<file path="config.mk">
export PLATFORM = sky130hd
export DESIGN_NAME = ym3438_lfo_ctrl
export DESIGN_NICKNAME = d
export VERILOG_FILES = /design/src/rtl/ym3438_lfo_ctrl_pkg.sv /design/src/rtl/ym3438_lfo_ctrl_regfile.sv /design/src/rtl/ym3438_lfo_ctrl.sv
export SDC_FILE = /design/constraint.sdc
export NUM_CORES = 1
export LEC_CHECK = 0
export ABC_AREA = 0
export ABC_CLOCK_PERIOD_IN_PS = 6800
export CORE_ASPECT_RATIO = 1.75
export CORE_MARGIN = 2
export CORE_UTILIZATION = 40
export CTS_CLUSTER_SIZE = 20
export DETAILED_ROUTE_END_ITERATION = 8
export SLEW_MARGIN = 40
export SYNTH_ARGS = -nofsm -noshare
export SYNTH_HDL_FRONTEND = slang
export SYNTH_SLANG_ARGS = --single-unit
</file>
<file path="constraint.sdc">
create_clock -name MCLK -period 6.8 [get_ports MCLK]
set_input_delay 0.68 -clock MCLK [delete_from_list [all_inputs] [get_ports MCLK]]
set_output_delay 0.68 -clock MCLK [all_outputs]
set_load 0.005 [all_outputs]
</file>
<file path="src/rtl/ym3438_lfo_ctrl_pkg.sv">
// Shared constants, FSM encoding and PMS/AMS field layout for the YM3438 LFO control block.
package ym3438_lfo_ctrl_pkg;

    localparam int SLOTS    = 24;
    localparam int CHANNELS = 6;
    localparam int SLOT_W   = 5;
    localparam int CH_W     = 3;

    localparam logic [7:0] ADDR_TEST    = 8'h21;
    localparam logic [7:0] ADDR_LFO     = 8'h22;
    localparam logic [7:0] ADDR_PMS_AMS = 8'hB4;

    localparam int PMS_LSB = 0;
    localparam int PMS_W   = 3;
    localparam int AMS_LSB = 4;
    localparam int AMS_W   = 2;

    typedef enum logic [1:0] {
        ST_IDLE  = 2'd0,
        ST_ACK   = 2'd1,
        ST_STALL = 2'd2
    } state_t;

    typedef struct packed {
        logic [AMS_W-1:0] ams;
        logic [PMS_W-1:0] pms;
    } pms_ams_t;

    // Each channel owns slots ch, ch+6, ch+12 and ch+18.
    function automatic logic [CH_W-1:0] slot_to_ch(input logic [SLOT_W-1:0] s);
        return CH_W'(s % SLOT_W'(CHANNELS));
    endfunction

endpackage

</file>
<file path="src/rtl/ym3438_lfo_ctrl_regfile.sv">
// Six-entry PMS/AMS register file: one write port, one registered read port with
// write-through so a same-tick write to the channel being read is seen immediately.
module ym3438_lfo_ctrl_regfile
    import ym3438_lfo_ctrl_pkg::*;
(
    input  logic            clk,
    input  logic            rst_n,
    input  logic            i_we,
    input  logic [CH_W-1:0] i_waddr,
    input  pms_ams_t        i_wdata,
    input  logic            i_re,
    input  logic [CH_W-1:0] i_raddr,
    output pms_ams_t        o_rdata
);

    pms_ams_t r_mem [CHANNELS];
    pms_ams_t r_rdata;

    // NOTE: the storage array is reset explicitly because every PMS/AMS entry must read 0 after IC.
    always_ff @(posedge clk or negedge rst_n) begin
        if (!rst_n) begin
            for (int i = 0; i < CHANNELS; i++) begin
                r_mem[i] <= '0;
            end
            r_rdata <= '0;
        end else begin
            // NOTE: non-blocking assignments make both ports see the pre-edge contents of r_mem.
            if (i_we) begin
                r_mem[i_waddr] <= i_wdata;
            end
            if (i_re) begin
                r_rdata <= (i_we && (i_waddr == i_raddr)) ? i_wdata : r_mem[i_raddr];
            end
        end
    end

    assign o_rdata = r_rdata;

endmodule

</file>
<file path="src/rtl/ym3438_lfo_ctrl.sv">
// YM3438 LFO control front-end: 24-slot sequencer, write handshake, LFO/test/PMS/AMS registers.
// Define YM_LFO_CTRL_DEFER_EN to defer 0x21/0x22 writes to the slot-23 boundary.
module ym3438_lfo_ctrl
    import ym3438_lfo_ctrl_pkg::*;
(
    input  logic       MCLK,
    input  logic       IC,
    input  logic       c1,
    input  logic       wr_req,
    input  logic [8:0] wr_addr,
    input  logic [7:0] wr_data,
    output logic       wr_ack,
    output logic [4:0] slot,
    output logic       fsm_sel23,
    output logic [3:0] lfo,
    output logic [7:0] reg_21,
    output logic [2:0] pms,
    output logic [1:0] ams,
    output logic       pend
);

    logic [SLOT_W-1:0] r_slot;
    logic [SLOT_W-1:0] w_slot_next;
    logic              w_last;
    logic [CH_W-1:0]   w_ch_next;

    state_t            r_state;
    state_t            w_state_next;

    logic              w_is_global;
    logic              w_is_chan;
    logic              w_sel_test;
    logic [CH_W-1:0]   w_chan;
    logic              w_chan_we;
    logic              w_glob_take;

    logic [3:0]        r_lfo;
    logic [7:0]        r_reg_21;
    pms_ams_t          w_wfield;
    pms_ams_t          w_rfield;

    assign w_last      = (r_slot == SLOT_W'(SLOTS - 1));
    assign w_slot_next = w_last ? '0 : r_slot + SLOT_W'(1);
    assign w_ch_next   = slot_to_ch(w_slot_next);

    assign w_sel_test  = (wr_addr[7:0] == ADDR_TEST);
    assign w_is_global = w_sel_test || (wr_addr[7:0] == ADDR_LFO);
    assign w_is_chan   = (wr_addr[7:0] >= ADDR_PMS_AMS) && (wr_addr[7:0] <= ADDR_PMS_AMS + 8'd2);
    assign w_chan      = CH_W'(wr_addr[1:0] - ADDR_PMS_AMS[1:0]) + (wr_addr[8] ? CH_W'(3) : CH_W'(0));
    assign w_wfield    = '{ams: wr_data[AMS_LSB +: AMS_W], pms: wr_data[PMS_LSB +: PMS_W]};

`ifdef YM_LFO_CTRL_DEFER_EN
    logic       r_pend;
    logic       r_pend_test;
    logic [7:0] r_pend_data;
`endif

    always_ff @(posedge MCLK or negedge IC) begin
        if (!IC) begin
            r_slot  <= '0;
            r_state <= ST_IDLE;
        end else if (c1) begin
            r_slot  <= w_slot_next;
            r_state <= w_state_next;
        end
    end

    always_comb begin
        // NOTE: every signal driven here gets a default first so no path infers a latch.
        w_state_next = r_state;
        w_chan_we    = 1'b0;
        w_glob_take  = 1'b0;
        case (r_state)
            ST_IDLE: begin
                if (c1 && wr_req) begin
                    w_state_next = ST_ACK;
                    if (w_is_global) begin
`ifdef YM_LFO_CTRL_DEFER_EN
                        if (r_pend) begin
                            w_state_next = ST_STALL;
                        end else begin
                            w_glob_take = 1'b1;
                        end
`else
                        w_glob_take = 1'b1;
`endif
                    end else if (w_is_chan) begin
                        w_chan_we = 1'b1;
                    end
                end
            end
            ST_ACK: begin
                if (c1) begin
                    w_state_next = ST_IDLE;
                end
            end
`ifdef YM_LFO_CTRL_DEFER_EN
            ST_STALL: begin
                // The slot-23 tick drains the buffer, so it can be refilled on that same edge.
                if (c1 && (!r_pend || w_last)) begin
                    w_glob_take  = 1'b1;
                    w_state_next = ST_ACK;
                end
            end
`endif
            default: w_state_next = ST_IDLE;
        endcase
    end

`ifdef YM_LFO_CTRL_DEFER_EN
    always_ff @(posedge MCLK or negedge IC) begin
        if (!IC) begin
            r_lfo       <= '0;
            r_reg_21    <= '0;
            r_pend      <= 1'b0;
            r_pend_test <= 1'b0;
            r_pend_data <= '0;
        end else if (c1) begin
            if (w_last && r_pend) begin
                if (r_pend_test) begin
                    r_reg_21 <= r_pend_data;
                end else begin
                    r_lfo <= r_pend_data[3:0];
                end
            end
            if (w_glob_take) begin
                r_pend_test <= w_sel_test;
                r_pend_data <= wr_data;
            end
            r_pend <= w_glob_take || (r_pend && !w_last);
        end
    end

    assign pend = r_pend;
`else
    always_ff @(posedge MCLK or negedge IC) begin
        if (!IC) begin
            r_lfo    <= '0;
            r_reg_21 <= '0;
        end else if (w_glob_take) begin
            if (w_sel_test) begin
                r_reg_21 <= wr_data;
            end else begin
                r_lfo <= wr_data[3:0];
            end
        end
    end

    assign pend = 1'b0;
`endif

    ym3438_lfo_ctrl_regfile u_regfile (
        .clk     (MCLK),
        .rst_n   (IC),
        .i_we    (w_chan_we),
        .i_waddr (w_chan),
        .i_wdata (w_wfield),
        .i_re    (c1),
        .i_raddr (w_ch_next),
        .o_rdata (w_rfield)
    );

    assign wr_ack    = (r_state == ST_ACK);
    assign slot      = r_slot;
    assign fsm_sel23 = w_last;
    assign lfo       = r_lfo;
    assign reg_21    = r_reg_21;
    assign pms       = w_rfield.pms;
    assign ams       = w_rfield.ams;

endmodule
</file>
Word level (Yosys, flattened, before mapping)
Cells that the tools add are included.
{ "totals": {"ff_bits": 54, "elab_cells": 62, "output_inout_bits": 25, "input_bits": 21} }
{ "op_classes": {"div": 1, "n_lt_le_gt_ge": 5, "n_reduce_logical": 9, "eq_ne": 6, "n_bitwise": 3, "addsub": 2, "n_mux": 18} }
{ "ops": {"columns": ["cell", "count"], "rows": [
  ["30-bit bitwise mux", 1],
  ["5-bit 2-to-1 mux", 5],
  ["8-bit by 6-bit equality test with 1-bit output (second input constant)", 2],
  ["5-bit binary-select mux with 3-bit select", 1],
  ["5-bit demux with 3-bit select", 1],
  ["4-bit >= comparator (second input constant)", 2],
  ["8-bit >= comparator (second input constant)", 1],
  ["8-bit <= comparator (second input constant)", 1],
  ["3-bit inverter with 4-bit output", 2],
  ["1-bit 2-to-1 mux", 7],
  ["2-bit 2-to-1 mux", 3],
  ["2-bit AND reduction", 3],
  ["5-bit by 1-bit adder with 5-bit output (second input constant)", 1],
  ["5-bit equality test (second input constant)", 1],
  ["5-bit by 3-bit modulo with 5-bit output (second input constant)", 1],
  ["1-bit logical AND", 4],
  ["4-bit by 1-bit < comparator with 1-bit output (second input constant)", 1],
  ["2-bit by 2-bit adder with 3-bit output", 1],
  ["3-bit equality test", 1],
  ["2-bit by 1-bit equality test with 1-bit output (second input constant)", 1],
  ["2-bit zero test", 1],
  ["2-bit inequality test (second input constant)", 1],
  ["1-bit logical OR", 1],
  ["1-bit inverter", 1]
]} }

Logic depth before layout (Yosys ltp)
{ "depth": {"ltp_word": 8, "mapped_depth": 17, "mapped_depth_nobuf": 15} }

Modules after synthesis
A second synthesis with hierarchy kept.
{ "hier_totals": {"cells_unflattened": 250, "hier_area_um2": 2836.5} }
{ "by_module_without_submodules": {"columns": ["mod", "n_inst", "seq_area_each_um2", "area_per_inst_um2", "cells_each"], "rows": [
  ["ym3438_lfo_ctrl_regfile", 1, 875.8, 1695.4, 144],
  ["ym3438_lfo_ctrl", 1, 450.4, 1141.1, 106]
]} }

Worst setup path after synthesis
OpenSTA, ideal clock, no wires.
{ "synth_path": {"path_type": "flip-flop to flip-flop", "from": "register r_slot[0] (netlist: slot[0])", "to": "register u_regfile.r_rdata (netlist bit u_regfile.o_rdata[2])", "required_time_ps": 6674, "setup_ps": 126, "slack_ps": 2969, "n_path_buf": 2, "arrival_ps": 3705, "stages_incl_launch_ff": 18, "period_less_slack_ps": 3831, "cell_sequence": "dfrtp_1 > ha_1 > buf_4 > a21oi_1 > mux2i_1 > nor2b_1 > o21bai_1 > ha_1 > xor2_1 > o211ai_1 > inv_1 > buf_2 > ha_1 > nor4b_4 > a41oi_1 > a21boi_1 > o31a_1 > a221o_1"} }
{ "synth_between": {"elab_chain_cells": 8, "word_cells_on_any_way": 11, "cone_classes": "add/sub (1); div (1); eq/ne (2); mux (5); bitwise (1); reduce/logical (1)"} }
{ "synth_lines": {"columns": ["item", "line_no", "rtl"], "rows": [
  ["start, declared", "ym3438_lfo_ctrl.sv:22", "logic [SLOT_W-1:0] r_slot;"],
  ["start signal, assigned", "ym3438_lfo_ctrl.sv:63", "r_slot <= w_slot_next;"],
  ["5-bit by 1-bit adder with 5-bit output or 5-bit equality test (tied branches)", "ym3438_lfo_ctrl.sv:43, ym3438_lfo_ctrl.sv:42", null],
  ["5-bit 2-to-1 mux *", "ym3438_lfo_ctrl.sv:43", "assign w_slot_next = w_last ? '0 : r_slot + SLOT_W'(1);"],
  ["5-bit by 3-bit modulo with 5-bit output *", "ym3438_lfo_ctrl_pkg.sv:31", "return CH_W'(s % SLOT_W'(CHANNELS));"],
  ["3-bit inverter with 4-bit output (implied by the code)", "ym3438_lfo_ctrl_regfile.sv:32", "r_rdata <= (i_we && (i_waddr == i_raddr)) ? i_wdata : r_mem[i_raddr];"],
  ["5-bit binary-select mux with 3-bit select", "ym3438_lfo_ctrl_regfile.sv:32", null],
  ["5-bit 2-to-1 mux (implied by the code) (2 in series)", "ym3438_lfo_ctrl_regfile.sv:32", null],
  ["5-bit 2-to-1 mux *", "ym3438_lfo_ctrl_regfile.sv:32", null],
  ["end signal, assigned", "ym3438_lfo_ctrl_regfile.sv:32", null],
  ["end, declared", "ym3438_lfo_ctrl_regfile.sv:17", "pms_ams_t r_rdata;"]
]} }
Every way passes the cells marked *; elsewhere a longest branch is shown, timed or not. The select of a mux whose other input is x is not followed.
A chain may end at the register's enable or synchronous reset.

Final worst setup path
Same ends and word-level chain as after synthesis.

==> summary.txt <==
Outcome
  – Status: finished clean

Synth
  – Simple-gate share of the synthesized area: between 10 and 15%
  – Top_reg_cell synth: dfrtp_1
  – Post-synthesis compound-gate area fraction: 9.94%
  – Top cell type's share of synthesized area: about 45%
  – Seq/Total Area, Yosys: around 45%
  – Net Count, Synth: about 290
  – Async set-reset flop share out of synthesis: 100%
  – Leading area contributor after synthesis: dfrtp_1
  – Syn Inst Count: between 200 and 300
  – Synth Register Bits: 53
  – Post-synthesis mux area share: a little under a quarter
  – Largest family of logic cells by synthesized area: multiplexers
  – Synthesized area: roughly 0.003 sq mm
  – Post-Synth Adder-Cell Area: 2.78%
  – Number of distinct library cells after synthesis: 48
  – Yosys warning total: 0
  – Mean Syn Cell Area: roughly 11 sq um
  – Top cells by area, synth: dfrtp_1 (45%), mux2_2 (18%), mux2i_1 (4.7%), ha_1 (2.1%), a221o_1 (1.7%)
  – EDFF count, synth: 0
  – Xor/xnor cell area share of the yosys netlist: ~1.8%

Setup path
  – Worst EP required: 6.98 ns
  – CP cell instances: ha_1 -> a21oi_1 -> mux2i_1 -> nor2b_1 -> o21bai_1 -> ha_1 -> xor2_1 -> o211ai_1 -> inv_1 -> ha_1 -> nor4b_4 -> a41oi_1 -> a21boi_1 -> o31a_1 -> a221o_1
  – Register-to-register setup slack: between 2 and 2.5 ns
  – Max incr delay on CP: 0.47 ns
  – Critical Path Fanout Max: 16
  – Slowest CP cell: dfrtp_1
  – Worst Setup End Kind: flop
  – Critical Setup Path Class: flop to flop
  – CP startpoint kind: flop
  – WP data arrival: about 4.5 ns
  – Worst reg-to-reg path cell count: 15
  – CP dominant cell by count: ha_1

Timing
  – Final-report hold violation count: 0
  – Post-route setup TNS: 0 ns
  – Final Slew Violations: 0
  – Final worst path period share: ~63%
  – Actual slew at the worst max-slew pin: around 0.77 ns
  – # setup viols final: 0
  – Hold slack: 0.502 ns
  – Clk_skew: roughly 0.0033 ns
  – FMAX: between 200 and 250 MHz
  – RSZ-0062 raised after global routing: false
  – Min Tclk post-route: 4.32 ns
  – Max-slew headroom: about half

GRT
  – Initial antenna violation count: 0
  – Largest net degree at the start of global routing: 54
  – Grt ovf: 0
  – First-pass GRT wire length: between 10000 and 15000 um
  – Tot GR Track Use: 17.1%
  – Vias in the first global route: 2192

Routing
  – # DRC: 0
  – Routed wire length: about 7000 um
  – DR vias: 2246
  – Iteration-0 DRC Markers: between 50 and 60
  – Routed Antenna Nets: 0
  – Wirelength per Cell: ~18 um
  – Drt first pass iters: 4
  – Vias per inst: around 5.8

Power and ir drop
  – Gate power share: 61.3%
  – Cell Int Power: about 930 uW
  – Clock Power Share: between 15 and 20%
  – Sequential share of power: 23.0%
  – Peak supply drop: between 0.3 and 0.4 mV
  – Psw: 779 uW
  – Pwr dens: 472 mW/mm^2
  – Sw frac: between 40% and 50%
  – Leakage: between 1.5 and 2 nW

Final layout
  – Filler cell count: 674
  – Ratio of cells with drive above 1 in the final layout: 22.0%
  – Final instance area: 0.00362 sq mm
  – Final core utilization: approximately 50%
  – # nets final: between 300 and 400
  – Diodes inserted: 0
  – Non-filler cells, final: a little under 400
  – Syn-to-layout area delta: 22.0%

Floorplanning
  – Core area: about 0.0072 sq mm
  – Height of the die: 118 um
  – Initial Util: between 40 and 50%
  – Io pins: 46
  – Die area: approximately 0.0082 sq mm
  – Row count: 41
  – Die X: about 70 um

Placement
  – Number of port buffers: 44
  – DP HPWL: roughly 5000 um
  – Cells after DPL: ~380
  – Final GP Congestion: ~0.84
  – Area after DPL: 0.00347 sq mm

Clocking
  – # resized after CTS: 0
  – Post-CTS Setup Inserts: 0
  – Clock Sinks: 53
  – Clock Latency Late Sink: ~0.29 ns
  – TritonCTS clock tree: done
  – Cts bufs inserted: 5
  – CTS H-tree lvls: 2
  – CTS hold repair buffers: 0
  – CTS max path bufs: 2
  – CTS Root Cell: clkbuf_16
  – Worst-path clk slew: 0.07 ns

Run
  – # Max-Cap Violations: 0

Min path
  – Min-delay worst type: input pin to async pin
[through the flow]
step | setup WS, ns | power (mW)
after CTS | 2.49 | 1.71
after detailed placement | 2.51 | 1.44
after global routing | 2.24 | 1.81
after global placement | 2.69 | 1.42
after floorplan | 2.97 | 1.19
final | 2.48 | 1.71
[per-layer routing]
metal	track usage, %	vias up	wire length, um
li1	-	1046	-
met1	19.4	1124	2730
met2	30.3	55	3720
met3	2.74	21	200
met4	8.82	0	252
met5	0	-	0
[power groups by stage]
stage                     clock (mW)  combinational [mW]  sequential, mW
after floorplan                    0               0.811           0.377
after global placement             0                1.02           0.400
after detailed placement           0                1.04           0.400
after CTS                      0.273                1.04           0.394
after global routing           0.286                1.12           0.402
final                          0.267                1.05           0.394
[critical path: cells and delay by family (launching register included)]
kind,cells,cell delay (ns)
AO/OA/AOI/OAI,7,1.61
adder cells (fa/ha/maj),3,0.92
AND/OR/NAND/NOR,2,0.54
flip-flops,1,0.47
buffers and inverters,1,0.30
XOR/XNOR,1,0.19
multiplexers,1,0.18
[cells in the final DEF (no fill, tap or decap), drive strengths merged, types with 6 or more instances in the layout]
cell           synthesis  layout
nand2                 13      13
nor2                  13      13
o211ai                 7       7
clkbuf                 3       6
clkdlybuf4s50          0      43
dfrtp                 53      53
mux2                  49      49
nand3                  8       8
nor3                   9       9
nand2b                 7       7
nor2b                  7       7
inv                    8       9
mux2i                 14      14
[logic make-up after synthesis]
logic type	Yosys count
flip-flops	53
multiplexers	63
buffers and inverters	18
AO/OA/AOI/OAI	39
AND/OR/NAND/NOR	74
XOR/XNOR	6
other	1
adder cells (fa/ha/maj)	6
[registers in the layout (all words and copies together), names as in the netlist]
signal,flops
u_regfile.r_mem,30
reg_21,8
slot,5
u_regfile.o_rdata,5
lfo,4
r_state,1
[worst paths after layout]
| kind | from | endpoint |
|---|---|---|
| setup / recovery | slot[0]$_DFFE_PN0P_ | u_regfile.o_rdata[2]$_DFFE_PN0P_ |
| min in group MCLK | u_regfile.r_mem[24]$_DFFE_PN0P_ | u_regfile.r_mem[24]$_DFFE_PN0P_ |
| hold reg to reg | u_regfile.r_mem[24]$_DFFE_PN0P_ | u_regfile.r_mem[24]$_DFFE_PN0P_ |
| setup reg to reg | slot[0]$_DFFE_PN0P_ | u_regfile.o_rdata[2]$_DFFE_PN0P_ |
| hold / removal | IC | lfo[2]$_DFFE_PN0P_ |
| max in group asynchronous | IC | u_regfile.r_mem[13]$_DFFE_PN0P_ |
[cells in the mapped netlist (all sizes together), types with 3 or more instances]
cell    number
dfrtp       53
xnor2        5
nand3        8
a211oi       5
nor2        13
o211ai       7
a221o        5
a31oi        4
clkbuf       3
nand4b       3
nand2b       7
ha           5
nand2       13
nand4        3
inv          8
nor2b        7
buf          7
nor3         9
a21oi        5
mux2i       14
mux2        49
[area by class of cell]
cell class                 instances  area (sq um)  area share [%]
inverter                           8          30.0           0.828
clock inverter                     2          17.5           0.483
timing repair buffer              46           450            12.4
sequential                        53          1330            36.6
clock buffer                       6           139            3.83
tap                               86           108            2.97
multi-input combinational        189          1550            42.9
(Power assumes the default switching activity.)
